$ cat src/rtl/chebyii_coef_loader_if.sv
`default_nettype none
// ============================================================================
//  Module   : chebyii_coef_loader_if
//  Brief    : Write/commit/status bundle for the Chebyshev-II coefficient
//             loader. The master side issues writes and commits; the slave
//             side is the loader itself.
//  Revision : 1.0 - initial release
// ============================================================================
interface chebyii_coef_loader_if;
    logic           wr_valid;
    logic           wr_ready;
    logic [3:0]     wr_addr;
    logic [15:0]    wr_data;
    logic           commit;
    logic           sample_strobe;
    logic           err_clr;
    logic [239:0]   coef_bus;
    logic           pending;
    logic           commit_done;
    logic           err_addr;
    logic           err_incomplete;

    modport master (
        output wr_valid, wr_addr, wr_data, commit, sample_strobe, err_clr,
        input  wr_ready, coef_bus, pending, commit_done, err_addr, err_incomplete
    );

    modport slave (
        input  wr_valid, wr_addr, wr_data, commit, sample_strobe, err_clr,
        output wr_ready, coef_bus, pending, commit_done, err_addr, err_incomplete
    );
endinterface
`default_nettype wire

$ cat src/rtl/chebyii_coef_loader.sv
`default_nettype none
// ============================================================================
//  Module   : chebyii_coef_loader
//  Brief    : Double-buffered coefficient store for a 3-section biquad
//             cascade. Writes land in a shadow bank; a complete commit is
//             applied to the active bank on the next sample boundary so the
//             filter never sees a half-updated set. rst is active-low.
//  Revision : 1.0 - initial release
// ============================================================================
module chebyii_coef_loader #(
    parameter logic signed [15:0] COEF_RESET_B0 = 16'sh4000
) (
    input  wire logic               clk,
    input  wire logic               rst,
    chebyii_coef_loader_if.slave    bus
);

    localparam int         c_NUM_COEF = 15;
    localparam logic [0:0] c_IDLE     = 1'b0;
    localparam logic [0:0] c_ARMED    = 1'b1;

    logic [0:0]            r_state;
    logic [15:0]           r_shadow [0:c_NUM_COEF-1];
    logic [15:0]           r_active [0:c_NUM_COEF-1];
    logic [c_NUM_COEF-1:0] r_mask;
    logic                  r_commit_done;
    logic                  r_err_addr;
    logic                  r_err_incomplete;

    logic                  w_idle;
    logic                  w_wr_fire;
    logic                  w_wr_store;
    logic [c_NUM_COEF-1:0] w_wr_bit;
    logic                  w_mask_full;
    logic                  w_commit_ok;
    logic                  w_commit_bad;
    logic                  w_apply;

    // Write/commit qualification; a write in the commit cycle counts toward completeness
    always_comb begin
        w_idle       = (r_state == c_IDLE);
        w_wr_fire    = bus.wr_valid && w_idle;
        w_wr_store   = w_wr_fire && (bus.wr_addr != 4'd15);
        w_wr_bit     = w_wr_store ? (c_NUM_COEF'(1) << bus.wr_addr) : '0;
        w_mask_full  = &(r_mask | w_wr_bit);
        w_commit_ok  = w_idle && bus.commit && w_mask_full;
        w_commit_bad = w_idle && bus.commit && !w_mask_full;
        w_apply      = (r_state == c_ARMED) && bus.sample_strobe;
    end

    // Commit FSM, written mask and the one-cycle commit_done pulse
    always_ff @(posedge clk) begin
        if (!rst) begin
            r_state       <= c_IDLE;
            r_mask        <= '0;
            r_commit_done <= 1'b0;
        end else begin
            r_commit_done <= 1'b0;
            case (r_state)
                c_IDLE: begin
                    r_mask <= r_mask | w_wr_bit;
                    if (w_commit_ok) begin
                        r_state <= c_ARMED;
                    end
                end
                c_ARMED: begin
                    if (w_apply) begin
                        r_mask        <= '0;
                        r_commit_done <= 1'b1;
                        r_state       <= c_IDLE;
                    end
                end
                default: r_state <= c_IDLE;
            endcase
        end
    end

    // Shadow bank: accepted in-range writes only; contents survive a commit
    always_ff @(posedge clk) begin
        if (!rst) begin
            for (int i = 0; i < c_NUM_COEF; i++) begin
                r_shadow[i] <= (i % 5 == 0) ? COEF_RESET_B0 : 16'h0000;
            end
        end else if (w_wr_store) begin
            r_shadow[bus.wr_addr] <= bus.wr_data;
        end
    end

    // Active bank: whole-bank copy on the sample boundary after a commit
    always_ff @(posedge clk) begin
        if (!rst) begin
            for (int i = 0; i < c_NUM_COEF; i++) begin
                r_active[i] <= (i % 5 == 0) ? COEF_RESET_B0 : 16'h0000;
            end
        end else if (w_apply) begin
            for (int i = 0; i < c_NUM_COEF; i++) begin
                r_active[i] <= r_shadow[i];
            end
        end
    end

    // Sticky error flags; a setting event in the same cycle beats err_clr
    always_ff @(posedge clk) begin
        if (!rst) begin
            r_err_addr       <= 1'b0;
            r_err_incomplete <= 1'b0;
        end else begin
            if (w_wr_fire && (bus.wr_addr == 4'd15)) begin
                r_err_addr <= 1'b1;
            end else if (bus.err_clr) begin
                r_err_addr <= 1'b0;
            end
            if (w_commit_bad) begin
                r_err_incomplete <= 1'b1;
            end else if (bus.err_clr) begin
                r_err_incomplete <= 1'b0;
            end
        end
    end

    generate
        for (genvar gi = 0; gi < c_NUM_COEF; gi++) begin : g_bus
            assign bus.coef_bus[16*gi +: 16] = r_active[gi];
        end
    endgenerate

    assign bus.wr_ready       = (r_state == c_IDLE);
    assign bus.pending        = (r_state == c_ARMED);
    assign bus.commit_done    = r_commit_done;
    assign bus.err_addr       = r_err_addr;
    assign bus.err_incomplete = r_err_incomplete;

endmodule
`default_nettype wire

$ cat src/flat_wrapper.sv
// flat-port wrapper written by rule: the top's interface ports become plain ports
module chebyii_coef_loader_flat 
#(
    parameter logic signed [15:0] COEF_RESET_B0 = 16'sh4000
)
  (clk, rst, bus_wr_valid, bus_wr_addr, bus_wr_data, bus_commit, bus_sample_strobe, bus_err_clr, bus_wr_ready, bus_coef_bus, bus_pending, bus_commit_done, bus_err_addr, bus_err_incomplete);
  chebyii_coef_loader_if bus_i ();
  input  wire logic clk;
  input  wire logic rst;
  input wire logic [$bits(bus_i.wr_valid)-1:0] bus_wr_valid;
  input wire logic [$bits(bus_i.wr_addr)-1:0] bus_wr_addr;
  input wire logic [$bits(bus_i.wr_data)-1:0] bus_wr_data;
  input wire logic [$bits(bus_i.commit)-1:0] bus_commit;
  input wire logic [$bits(bus_i.sample_strobe)-1:0] bus_sample_strobe;
  input wire logic [$bits(bus_i.err_clr)-1:0] bus_err_clr;
  output wire logic [$bits(bus_i.wr_ready)-1:0] bus_wr_ready;
  output wire logic [$bits(bus_i.coef_bus)-1:0] bus_coef_bus;
  output wire logic [$bits(bus_i.pending)-1:0] bus_pending;
  output wire logic [$bits(bus_i.commit_done)-1:0] bus_commit_done;
  output wire logic [$bits(bus_i.err_addr)-1:0] bus_err_addr;
  output wire logic [$bits(bus_i.err_incomplete)-1:0] bus_err_incomplete;
  assign bus_i.wr_valid = bus_wr_valid;
  assign bus_i.wr_addr = bus_wr_addr;
  assign bus_i.wr_data = bus_wr_data;
  assign bus_i.commit = bus_commit;
  assign bus_i.sample_strobe = bus_sample_strobe;
  assign bus_i.err_clr = bus_err_clr;
  assign bus_wr_ready = bus_i.wr_ready;
  assign bus_coef_bus = bus_i.coef_bus;
  assign bus_pending = bus_i.pending;
  assign bus_commit_done = bus_i.commit_done;
  assign bus_err_addr = bus_i.err_addr;
  assign bus_err_incomplete = bus_i.err_incomplete;
  chebyii_coef_loader #(.COEF_RESET_B0(COEF_RESET_B0)) u_core (.clk(clk), .rst(rst), .bus(bus_i));
endmodule
$ cat config.mk
export PLATFORM = sky130hd
export DESIGN_NAME = chebyii_coef_loader_flat
export DESIGN_NICKNAME = d
export VERILOG_FILES = /design/src/rtl/chebyii_coef_loader_if.sv /design/src/rtl/chebyii_coef_loader.sv /design/src/flat_wrapper.sv
export SDC_FILE = /design/constraint.sdc
export NUM_CORES = 1
export LEC_CHECK = 0
export BUFFER_PORTS_ARGS = -buffer_cell sky130_fd_sc_hd__buf_2
export CORE_ASPECT_RATIO = 2
export CORE_UTILIZATION = 51
export DETAILED_ROUTE_END_ITERATION = 10
export GPL_TIMING_DRIVEN = 0
export PLACE_DENSITY = 0.86
export SLEW_MARGIN = 0
export SYNTH_ARGS = -nofsm -noshare
export SYNTH_HDL_FRONTEND = slang
export SYNTH_SLANG_ARGS = --single-unit
$ cat constraint.sdc
create_clock -name clk -period 8.81 [get_ports clk]
set_clock_uncertainty 0.05 [all_clocks]
set_input_delay 0.4405 -clock clk [delete_from_list [all_inputs] [get_ports clk]]
set_output_delay 0.4405 -clock clk [all_outputs]
set_load 0.005 [all_outputs]
==> results of run 1 <==
==> metrics by stage <==
stage               setup slack, ns  cell area (sq um)  std cells  hold WS (ns)
detailed placement             5.48              20900       1914         0.427
floorplan                     0.583              18800       1173         0.393
CTS                            6.00              22200       1986        0.0909
global placement              -2.27              20700       1897         0.411
global route                   5.84              22200       1986         0.108
finish                         6.04              22200       1986         0.109
==> sequential cells by signal, summed over array words and instances (netlist names) <==
| register | count |
|---|---|
| u_core.bus.pending | 1 |
| u_core.r_mask | 15 |
| u_core.bus.err_addr | 1 |
| u_core.r_shadow | 240 |
| u_core.bus.commit_done | 1 |
| u_core.bus.err_incomplete | 1 |
| u_core.r_active | 240 |
==> power by group <==
group / leakage [nW] / switching (mW) / internal (mW)
Clock: 0.623 / 0.824 / 0.965
Sequential: 5.10 / 0.0298 / 2.69
Combinational: 2.99 / 0.138 / 0.0614
Total: 8.71 / 0.992 / 3.71
==> layout make-up <==
type,count,area [sq um],share of cell area [%]
Sequential cell,499,14800,66.7
Multi-Input combinational cell,603,3700,16.7
Timing Repair Buffer,287,1550,6.97
Clock buffer,45,1020,4.60
Tap cell,454,568,2.56
Buffer,68,272,1.22
Clock inverter,27,268,1.21
Inverter,3,11.3,0.0508
==> cells by family (layout without fill, tap and decap cells) <==
| family | Yosys count | count (layout) |
|---|---|---|
| compound gates | 44 | 44 |
| buf+inv | 71 | 430 |
| flops | 499 | 499 |
| simple gates | 559 | 559 |
==> worst min-delay path by stage <==
stage / startpoint / endpoint / depth (start not counted)
floorplan: u_core.r_mask[1] / u_core.r_mask[1] / 2
global placement: u_core.r_mask[1] / u_core.r_mask[1] / 2
detailed placement: u_core.r_mask[13] / u_core.r_mask[13] / 2
CTS: bus_commit / u_core.bus.err_incomplete / 2
global route: bus_commit / u_core.bus.err_incomplete / 2
finish: bus_commit / u_core.bus.err_incomplete / 2
==> worst max-delay path, cell delays in order (launching register included) <==
cell,delay (ns)
sky130_fd_sc_hd__dfxtp_1,0.33
sky130_fd_sc_hd__buf_6,0.14
sky130_fd_sc_hd__nor4b_1,0.79
sky130_fd_sc_hd__nand2_1,0.33
sky130_fd_sc_hd__nor2_1,0.46
sky130_fd_sc_hd__clkbuf_1,0.32
sky130_fd_sc_hd__and2_1,0.20
==> placed cells by master, fill, tap and decap left out, types with 4 or more instances in the layout <==
| master | synthesis | final |
|---|---|---|
| sky130_fd_sc_hd__nor2_1 | 32 | 32 |
| sky130_fd_sc_hd__o21ai_1 | 0 | 14 |
| sky130_fd_sc_hd__o22ai_1 | 5 | 5 |
| sky130_fd_sc_hd__dfxtp_1 | 19 | 19 |
| sky130_fd_sc_hd__a21oi_1 | 14 | 14 |
| sky130_fd_sc_hd__buf_4 | 0 | 12 |
| sky130_fd_sc_hd__edfxtp_1 | 480 | 480 |
| sky130_fd_sc_hd__bufinv_16 | 0 | 4 |
| sky130_fd_sc_hd__clkinv_2 | 0 | 4 |
| sky130_fd_sc_hd__nand2b_1 | 5 | 5 |
| sky130_fd_sc_hd__buf_2 | 4 | 274 |
| sky130_fd_sc_hd__clkinv_1 | 0 | 11 |
| sky130_fd_sc_hd__nand3b_1 | 5 | 5 |
| sky130_fd_sc_hd__clkbuf_1 | 63 | 67 |
| sky130_fd_sc_hd__nand2_1 | 11 | 11 |
| sky130_fd_sc_hd__and2_1 | 479 | 479 |
| sky130_fd_sc_hd__nand3_1 | 4 | 4 |
| sky130_fd_sc_hd__inv_6 | 0 | 4 |
| sky130_fd_sc_hd__clkbuf_16 | 0 | 40 |
==> routing by layer <==
layer	up-vias	GRT usage (%)	share of wire (%)
met3	113	3.24	5.2
met1	5079	24.9	34
met5	-	0	0
met4	0	13.4	5.6
met2	412	42.7	55
li1	4737	-	-
==> impl_metrics.py, run 1 <==
metrics = {
    "run_status": {
        "outcome": "finished clean",
    },
    "worst_setup_path": {
        "crit_fanout": 10,
        "cp-end-kind": "flop",
        "startpoint": "u_core.bus.pending",
        "regToRegSetupSlack_ns": 6.04,
        "worst_r2r_endpoint": "u_core.r_shadow[3][11]",
        "worstSetupEndpoint": "u_core.r_shadow[3][11]",
        "ff2ff_path_depth": 6,
        "endpoint_required_time_on_the_critical_path_ns": 9.16,
        "timing_worst_setup_path_type": "reg2reg",
        "timing.rr.start": "u_core.bus.pending",
        "critical_path_arrival_ns": 3.12,
        "crit_path_start_kind": "flop",
    },
    "cells_and_area": {
        "post_route_cells_drive_above_1_share_pct": 23.4,
        "fillerInstances": 2601,
        "layout_net_count": 1528,
        "post-route-util_pct": 60.9,
        "areaGrowthSynthToFinish_pct": 18.2,
        "diodes": 0,
    },
    "placed_design": {
        "gp_congestion": 0.810,
        "portBuffers": 270,
        "dp_hpwl_mm": 29.8,
    },
    "logic_synthesis": {
        "synthMostInstantiatedCell": "sky130_fd_sc_hd__edfxtp_1",
        "ys_ff_latch": 499,
        "asyncSetResetFlopFracSynth_pct": 0,
        "synth-adder-area-share_pct": 0,
        "netlist.area_leader.share_pct": 76.8,
        "synth.area.mux_share_pct": 0,
        "synth_compound_gate_area_share_pct": 1.32,
        "combinational_family_with_the_most_area_after_synthesis": "simple AND/OR/NAND/NOR gates",
        "edff_count_synth": 480,
        "syn-mean-instance-area_sq_um": 16.0,
        "synthesis.yosys.warnings": 0,
        "cell_area_after_technology_mapping_sq_mm": 0.0188,
        "synth_largest_area_cell": "sky130_fd_sc_hd__edfxtp_1",
        "synth_cells": 1173,
        "top_cells_by_instance_count_after_synthesis": "sky130_fd_sc_hd__edfxtp_1 (480), sky130_fd_sc_hd__and2_1 (479), sky130_fd_sc_hd__clkbuf_1 (63)",
        "postSynth.topFlopCell": "sky130_fd_sc_hd__edfxtp_1",
        "synth_simple_gate_area_share_pct": 18.4,
        "syn_nets": 1199,
        "yosysUniqueCellTypes": 38,
        "ys_seq_area_share_pct": 78.8,
        "synth.top_cells.by_area": "sky130_fd_sc_hd__edfxtp_1 (77%), sky130_fd_sc_hd__and2_1 (16%), sky130_fd_sc_hd__dfxtp_1 (2.0%)",
        "yosys.area_share.xor_xnor_pct": 0,
    },
    "clocking": {
        "post_cts_resized": 0,
        "worstSkewPairLatency_ns": 0.55,
        "cts_hold_buffers": 0,
        "clk_root_buffer_cell": "sky130_fd_sc_hd__clkbuf_16",
        "cts_h_tree_depth": 2,
        "clock_path_buffers": 3,
        "clock_sinks": 499,
        "numCtsBuffers": 40,
        "clock_transition_at_the_registers_of_the_reported_paths_ns": 0.07,
        "cts_setup_buffers": 0,
        "tritoncts_clock_tree": "yes",
    },
    "die": {
        "die_x_um": 138,
        "floorplan.die_area_sq_mm": 0.0376,
        "die-height_um": 273,
        "initial_core_util_pct": 51.5,
        "fp.coreArea_sq_mm": 0.0364,
        "number_of_standard_cell_rows_in_the_floorplan": 99,
        "boundaryPins": 271,
    },
    "global_route": {
        "grt_overflow": 0,
        "largest_net_degree_at_the_start_of_global_routing": 73,
        "grt_usage_pct": 23.3,
        "grt_antenna_before_repair": 0,
        "global_route_wire_length_before_repair_mm": 62.2,
        "grt_pass1_vias": 10500,
    },
    "routing": {
        "avgViaCountPerCell": 5.21,
        "routed_wire_length_per_instance_um": 21.5,
        "violation_count_after_the_first_detailed_route_iteration": 710,
        "wirelength_mm": 42.7,
        "drcViolationCount": 0,
        "dr_total_vias": 10300,
        "antenna_left": 0,
        "detailedRoute.firstPassIterationCount": 7,
    },
    "timing": {
        "rsz_0062_raised_after_global_routing": "false",
        "final.period_utilization_pct": 31.4,
        "timing_worst_slew_pin_value_ns": 1.06,
        "report.final.slew_viol_count": 0,
        "fmax_mhz": 361,
        "final_number_of_hold_violating_endpoints": 0,
        "worst_slew_margin_relative_to_its_limit_pct": 29.7,
        "setup-tns-final_ns": 0,
        "final_period_minus_worst_setup_slack_ns": 2.77,
        "final_setup_violations": 0,
    },
    "power_and_ir_drop": {
        "overall_power_mw": 4.71,
        "worst_ir_drop_on_vdd_mv": 0.217,
        "cellPowerDensity_mw_per_mm2": 212,
        "leakage_nw": 8.71,
    },
    "worst_hold_path": {
        "holdCritPathClass": "in2reg",
    },
    "run": {
        "cap_viol_max_count": 0,
    },
}
No activity file was read; power rests on OpenSTA's default activity.
==> run 2: changes to the inputs <==
==> constraint.sdc (replaced) <==
create_clock -name clk -period 2.31 [get_ports clk]
set_clock_uncertainty 0.05 [all_clocks]
set_input_delay 0.1155 -clock clk [delete_from_list [all_inputs] [get_ports clk]]
set_output_delay 0.1155 -clock clk [all_outputs]
set_load 0.005 [all_outputs]
==> run 2 against run 1 <==
Die area stayed put. Critical path depth unchanged. Clock-buffer cell count rose by 8. Core utilization grew 0.70 points. Clock power increased to 3.9 times the previous value. Sequential cell count stayed put. First-iteration DRC count shrank 4.9%. Worst setup slack got worse by 5.9 ns.
==> impl_metrics.py, run 2 (same netlist as run 1, synthesis figures left out) <==
metrics = {
    "worst_setup_path": {
        "cp-end-kind": "flop",
        "crit_path_start_kind": "flop",
        "timing_worst_setup_path_type": "reg2reg",
        "critical_path_arrival_ns": 2.57,
        "crit_fanout": 10,
        "endpoint_required_time_on_the_critical_path_ns": 2.69,
    },
    "cells_and_area": {
        "stdcell_area_sq_mm": 0.0224,
        "areaGrowthSynthToFinish_pct": 19.5,
        "fillerInstances": 2629,
        "multi_input_comb_area_sq_mm": 0.00375,
        "post-route-util_pct": 61.6,
        "mostFrequentLayoutCells": "sky130_fd_sc_hd__edfxtp_1 (480), sky130_fd_sc_hd__and2_1 (479), sky130_fd_sc_hd__buf_2 (275)",
        "post_route_cells_drive_above_1_share_pct": 24.0,
        "mostFrequentLayoutCell": "sky130_fd_sc_hd__edfxtp_1",
        "diodes": 0,
        "biggestRegsByFlops": "u_core.r_active (240), u_core.r_shadow (240), u_core.r_mask (15)",
        "layout_net_count": 1544,
        "seq_area_sq_mm": 0.0148,
    },
    "global_route": {
        "global_route_wire_length_before_repair_mm": 64.1,
        "grt_usage_pct": 23.9,
        "grt_pass1_vias": 10600,
        "grt_overflow": 0,
        "largest_net_degree_at_the_start_of_global_routing": 66,
        "grt_antenna_before_repair": 0,
    },
    "routing": {
        "violation_count_after_the_first_detailed_route_iteration": 675,
        "dr_total_vias": 10400,
        "drcViolationCount": 0,
        "detailedRoute.firstPassIterationCount": 5,
        "avgViaCountPerCell": 5.21,
        "routed_wire_length_per_instance_um": 21.8,
        "wirelength_mm": 43.7,
        "antenna_left": 0,
    },
    "die": {
        "fp.coreArea_sq_mm": 0.0364,
        "floorplan.die_area_sq_mm": 0.0376,
        "die_x_um": 138,
        "die-height_um": 273,
        "number_of_standard_cell_rows_in_the_floorplan": 99,
        "initial_core_util_pct": 51.5,
        "boundaryPins": 271,
    },
    "clocking": {
        "clk_root_buffer_cell": "sky130_fd_sc_hd__clkbuf_16",
        "tritoncts_clock_tree": "yes",
        "numCtsBuffers": 42,
        "clock_transition_at_the_registers_of_the_reported_paths_ns": 0.07,
        "clock_sinks": 499,
        "cts_h_tree_depth": 2,
        "clock_path_buffers": 3,
        "worstSkewPairLatency_ns": 0.53,
    },
    "run_status": {
        "outcome": "finished clean",
    },
    "timing": {
        "final.period_utilization_pct": 94.9,
        "report.final.slew_viol_count": 0,
        "worst_slew_margin_relative_to_its_limit_pct": 33.9,
        "final_number_of_hold_violating_endpoints": 0,
        "fin_hold_ws_ns": 0.0263,
        "final_setup_violations": 0,
        "fmax_mhz": 456,
        "rsz_0062_raised_after_global_routing": "false",
        "timing_worst_slew_pin_value_ns": 0.992,
        "final_period_minus_worst_setup_slack_ns": 2.19,
    },
    "run": {
        "cap_viol_max_count": 0,
    },
    "placed_design": {
        "placed_instance_area_sq_mm": 0.0208,
        "portBuffers": 270,
        "gp_congestion": 0.783,
        "dp_hpwl_mm": 29.5,
    },
    "worst_hold_path": {
        "holdCritPathClass": "in2reg",
    },
    "power_and_ir_drop": {
        "overall_power_mw": 18.1,
        "worst_ir_drop_on_vdd_mv": 0.736,
        "cellPowerDensity_mw_per_mm2": 806,
        "leakage_nw": 8.81,
    },
}
-- run 2: what timing repair did --
item                       in CTS  in global routing
hold buffers                   21                  0
setup buffers                   1                  0
gates resized for setup        10                  6
hold endpoints to repair       83                  0
setup endpoints to repair     364                 68
gates cloned                    2                  0
-- run 2: final cells by class --
cell class              instances  area share (%)
repair buffers                303            7.60
clock buffers                  53            4.96
well taps                     454            2.53
plain buffers                  66            1.27
multi-input cells             603            16.7
flip-flops and latches        499            65.9
clock inverters                22           0.942
inverters                       3          0.0502
-- run 2: final timing paths --
path | startpoint | end | slack (ns) | depth (start not counted)
max | u_core.bus.pending | u_core.bus.err_incomplete | 0.12 | 6
max reg2reg | u_core.bus.pending | u_core.bus.err_incomplete | 0.12 | 6
min | bus_wr_addr[1] | u_core.r_mask[12] | 0.03 | 4
min reg2reg | u_core.r_mask[2] | u_core.r_mask[2] | 0.44 | 2
-- run 2: routing by layer --
layer  up-vias  wire length [um]  GRT usage [%]
met3        90              2420           3.33
met2       428             24500           45.0
met1      5137             15000           25.9
li1       4783                 -              -
met5         -                 0              0
met4         0              1770           10.5
-- run 2: metrics by stage --
| stage | TNS [ns] | std cells | setup slack, ns |
|---|---|---|---|
| 2_1_floorplan | -33.55 | 1173 | -0.354 |
| 3_3_place_gp | -337.17 | 1897 | -0.930 |
| 3_5_place_dp | -116.20 | 1906 | -0.417 |
| 4_1_cts | -0.00646 | 2003 | -0.00351 |
| 5_1_grt | 0 | 2003 | 0.0168 |
| 6_report | 0 | 2003 | 0.118 |
-- run 2: power by group --
| part | total, mW | internal (mW) | switching (mW) |
|---|---|---|---|
| combinational | 0.788 | 0.254 | 0.535 |
| sequential | 10.4 | 10.3 | 0.117 |
| clock | 6.92 | 3.78 | 3.14 |
-- run 2: critical path, stage by stage, from the launching register on --
cell and delay [ns]:
sky130_fd_sc_hd__dfxtp_1 0.33, sky130_fd_sc_hd__buf_6 0.14, sky130_fd_sc_hd__or4b_4 0.57, sky130_fd_sc_hd__a21oi_2 0.13, sky130_fd_sc_hd__o22ai_1 0.07, sky130_fd_sc_hd__or4_4 0.54, sky130_fd_sc_hd__a41o_1 0.26
